File: config.mk
export PLATFORM = sky130hd
export DESIGN_NAME = dump_sequencer
export DESIGN_NICKNAME = d
export VERILOG_FILES = /design/src/rtl/dump_sequencer.sv
export SDC_FILE = /design/constraint.sdc
export NUM_CORES = 1
export LEC_CHECK = 0
export CAP_MARGIN = 20
export CELL_PAD_IN_SITES_DETAIL_PLACEMENT = 0
export CELL_PAD_IN_SITES_GLOBAL_PLACEMENT = 1
export CORE_MARGIN = 5
export CORE_UTILIZATION = 33
export CTS_CLUSTER_SIZE = 25
export DETAILED_ROUTE_END_ITERATION = 16
export HOLD_SLACK_MARGIN = 0.02
export PLACE_DENSITY_LB_ADDON = 0.1
export SLEW_MARGIN = 0
export SYNTH_ARGS = -nofsm -noshare
export SYNTH_HDL_FRONTEND = slang
export SYNTH_SLANG_ARGS = --single-unit
File: constraint.sdc
create_clock -name clk -period 3.8 [get_ports clk]
set_input_delay 0.95 -clock clk [delete_from_list [all_inputs] [get_ports clk]]
set_output_delay 0.95 -clock clk [all_outputs]
set_load 0.005 [all_outputs]
File: src/rtl/dump_sequencer.sv
// dump_sequencer: steps a read address through data memory or the register file and latches the value for display.
// Define DUMP_AUTO_SCAN_EN to add a dwell counter that auto-advances after DWELL SHOW cycles.
module dump_sequencer #(
  parameter int unsigned DWELL = 1000000
) (
  input  logic        clk,
  input  logic        reset,
  input  logic        add,
  input  logic        select,
  input  logic [15:0] memData,
  input  logic [15:0] grData,
  output logic [7:0]  address,
  output logic [15:0] data,
  output logic        displayEnable
);
  typedef enum logic [1:0] {FETCH, LATCH, SHOW} state_e;
  state_e state_q, state_d;
  logic sel_q, sel_chg, step, capture, de_d;
  logic [7:0] addr_d;
  logic [15:0] data_d;
  if (DWELL == 0 || DWELL > 16777215) begin : g_dwell_chk
    $error("DWELL out of range");
  end
  assign sel_chg = select != sel_q;
  assign capture = !sel_chg && state_q != FETCH;
`ifdef DUMP_AUTO_SCAN_EN
  localparam logic [23:0] LAST = 24'(DWELL - 1);
  logic [23:0] dwell_q, dwell_d;
  // a select change wins over any advance, so the counter is gated by it too
  assign step = !sel_chg && state_q == SHOW && (add || dwell_q == LAST);
  always_comb dwell_d = (state_q == SHOW && !sel_chg && !step) ? dwell_q + 24'd1 : 24'd0;
  always_ff @(posedge clk) dwell_q <= reset ? 24'd0 : dwell_d;
`else
  assign step = !sel_chg && state_q == SHOW && add;
`endif
  always_ff @(posedge clk) begin
    if (reset) begin
      state_q       <= FETCH;
      sel_q         <= select;
      address       <= 8'd0;
      data          <= 16'h0000;
      displayEnable <= 1'b0;
    end else begin
      state_q       <= state_d;
      sel_q         <= select;
      address       <= addr_d;
      data          <= data_d;
      displayEnable <= de_d;
    end
  end
  always_comb state_d = (sel_chg || step) ? FETCH : (state_q == FETCH) ? LATCH : SHOW;
  always_comb begin
    addr_d = sel_chg ? 8'd0 : step ? (sel_q ? {5'd0, address[2:0] + 3'd1} : address + 8'd1) : address;
    data_d = capture ? (sel_q ? grData : memData) : data;
    de_d   = displayEnable | capture;
  end
endmodule

==> results.md <==
* Setup TNS Final at 0 ns
* RSZ-0062 raised after global routing: no
* Area grow syn2layout at 48.1%
* Design Area, Final at between 2000 and 2500 µm²
* First-pass GRT wire length at between 5000 and 6000 µm
* Cells after synthesis at between 100 and 150
* Final-report hold violation count at 0
* Filler cells at about 390
* Min Tclk post-route at about 2.5 ns
* CTS buffer count at 3
* Layout Utilization at about half
* Crit path launch type: primary input
* Flop and latch count out of synthesis at 28
* Die height at 74.6 µm
* Clock Path Buffers at 2
* Iter 0 DRT Violations at between 70 and 80
* Layout cell share with drive strength beyond 1 at 9.42%
* Clk Latency, worst-skew pair at 0.27 ns
* Adder-Cell Fraction of Synth Area at less than 1%
* Reg2reg start: sel_q$_DFF_P_
* Most frequent cells in the layout: clkdlybuf4s50_1 (60), dfxtp_1 (28), mux2i_1 (20), a21oi_1 (20), a211oi_2 (10)
* Yosys warnings at 0
* CTS HTree Levels at 1
* Setup Buffers After CTS at 0
* Mux cell area share after synthesis at 14.5%
* Measured slew at the worst slew-check pin at between 0.7 and 0.8 ns
* CTS Hold Bufs at 0
* Vias/cell at 5.13
* IO Pins at 61
* Static leakage at slightly above 0.7 nW
* Core outline area at slightly above 4000 µm²
* Multi-input gate area at between 700 and 800 µm²
* Vias in the first global route at 1253
* Initial antenna violation count at 0
* CTS tree: yes
* Width of the die at ~75 µm
* Port buffer count at 60
* WHS Path Cells at 2
* CP delay by family, top: XOR/XNOR gates
* Non-Filler Instances at ~240
* Pre-CTS WS at ~0.98 ns
* WL/cell at 14.6 µm
* DR pass1 iterations at 4
* Num Clock Sinks at 28
* Peak VDD IR at 0.134 mV
* Total Nets Final at approximately 230
* Row Count at 23
* WP data required at ~3.9 ns
* Slew Limit Fails at 0
* PwrDens at 328 nW/µm²
* Critical path endpoint category: flip-flop
* Post-Syn Nets at ~170
* Mapped Area at between 1000 and 1500 µm²
* Combinational family with the most area after synthesis: compound AO/OA/AOI/OAI gates
* Die ar. at 5570 µm²
* Post-route DRC at 0
* Final worst setup slack at roughly 1.3 ns
* WP data arrival at roughly 2.7 ns
* Synth top area share at between 40% and 50%
* Setup slack, reg-to-reg at roughly 1.9 ns
* CP Max Fanout at 26
* Pin count of the biggest net entering global routing at 27
* Distinct cell type count after synthesis at 26
* FF/Latch Area at between 500 and 600 µm²
* Hold Path Origin: displayEnable$_SDFF_PP0_
* RR Endpoint: data[15]$_SDFFE_PP0P_
* Clk slew on worst S/H paths at ~0.10 ns
* Worst hold endpoint: displayEnable$_SDFF_PP0_
* CTS resizes at 0
* Seq/Total Area, Yosys at 40.7%
* CTS Root Cell: clkbuf_8
* Setup violators final at 0
* CP max stage cell: xnor2_4
* Final Power at around 0.67 mW
* WHS at 0.500 ns
* Final period util at 66.3%
* XOR/XNOR Fraction of Synth Area at between 3 and 4%
* CP Class: primary input to flip-flop
* HPWL Detailed at about 2600 µm
* Simple-Gate Fraction of Synth Area at around 14%
* Routability cong. at 0.788
* ANT nets after route at 0
* # diodes at 0
* Slew headroom at 52.2%
* Post-Route WL at 3520 µm
* Avg Cell Area, Syn at around 10 µm²
* Fin Clk Skew at 0.00524 ns
* Compound-Gate Fraction of Synth Area at between 20% and 30%
* Remaining global-route overflow at 0
* Vias at 1236
* Initial Utilization at around 34%
* Hold WC Path Type: flip-flop to flip-flop
* Fmax at between 300 and 400 MHz
* Max_cap viols at 0
* Critical Path, Cell by Cell: clkdlybuf4s50_1 > xnor2_4 > and2_4 > a211oi_1
* Status: complete, no violations
* Commonest non-fill, non-tap cell in the layout: clkdlybuf4s50_1
* Buf/Inv on CP at 1
* Largest area contributor in the synthesized netlist: dfxtp_1
* Top cells by area, synth: dfxtp_1 (41%), mux2i_1 (15%), a211oi_2 (9.1%)
* Cells after DPL at 237
* Highest cell delay on the worst timing path at 0.62 ns
* Post-DP Area at approximately 2000 µm²
* Total GRT Usage at a little over an eighth
* Reg2Reg Depth at 4
-- final cells by class --
cell class,count,share of cell area (%)
multi-input combinational,96,36.5
timing repair buffer,62,30.1
sequential,28,27.5
tap,50,3.06
clock buffer,4,2.70
inverter,1,0.184
-- tightest hold or removal path, cell delays in order, from the launching register on --
cell	delay, ns
dfxtp_1	0.35
a21oi_1	0.05
nor2_1	0.07
-- synth_stat cells --
library cell   n
ha_1           1
buf_2          2
or2_1          1
nor2_1         9
nand4_1        1
buf_4          1
o31ai_1        2
a211oi_2      10
xor2_1         3
dfxtp_1       28
mux2i_1       20
inv_1          1
xnor2_4        1
nand3b_1       2
buf_1          1
a211oi_1       6
or4_1          2
nand3_1        3
nor4_1         3
nand2b_1       1
nand4b_1       6
buf_6          3
nand2_1        4
a21oi_1       20
and2_4         1
clkbuf_1       4
-- power breakdown --
group | internal [mW] | switching [mW]
combinational | 0.0916 | 0.0695
sequential | 0.311 | 0.0111
clock | 0.0928 | 0.0938
-- metal layers --
metal	GRT usage [%]	wire, µm
met1	16.2	1540
met2	23.4	1740
met3	2.94	224
met4	3.56	17
met5	0	0
-- cell families after synthesis --
kind of cell / Yosys count
AOI/OAI and AO/OA: 38
xor gates and xnor gates: 4
adders and majority gates: 1
buffers and inverters: 12
DFF: 28
muxes: 20
and+or+nand+nor: 33
-- registers in the layout (all words and copies together) (netlist names) --
name / count
sel_q: 1
data: 16
displayEnable: 1
state_q: 2
address: 8
-- worst max path at each step --
stage,end,cells past startpoint,start,slack (ns)
after global placement,data[15]$_SDFFE_PP0P_,4,select,1.04
after global routing,data[1]$_SDFFE_PP0P_,4,select,1.16
after detailed placement,data[1]$_SDFFE_PP0P_,4,select,0.98
after floorplan,address[3]$_SDFFE_PP0P_,3,select,1.97
after CTS,data[1]$_SDFFE_PP0P_,4,select,1.28
final,data[15]$_SDFFE_PP0P_,4,select,1.28
(Power assumes the default switching activity.)
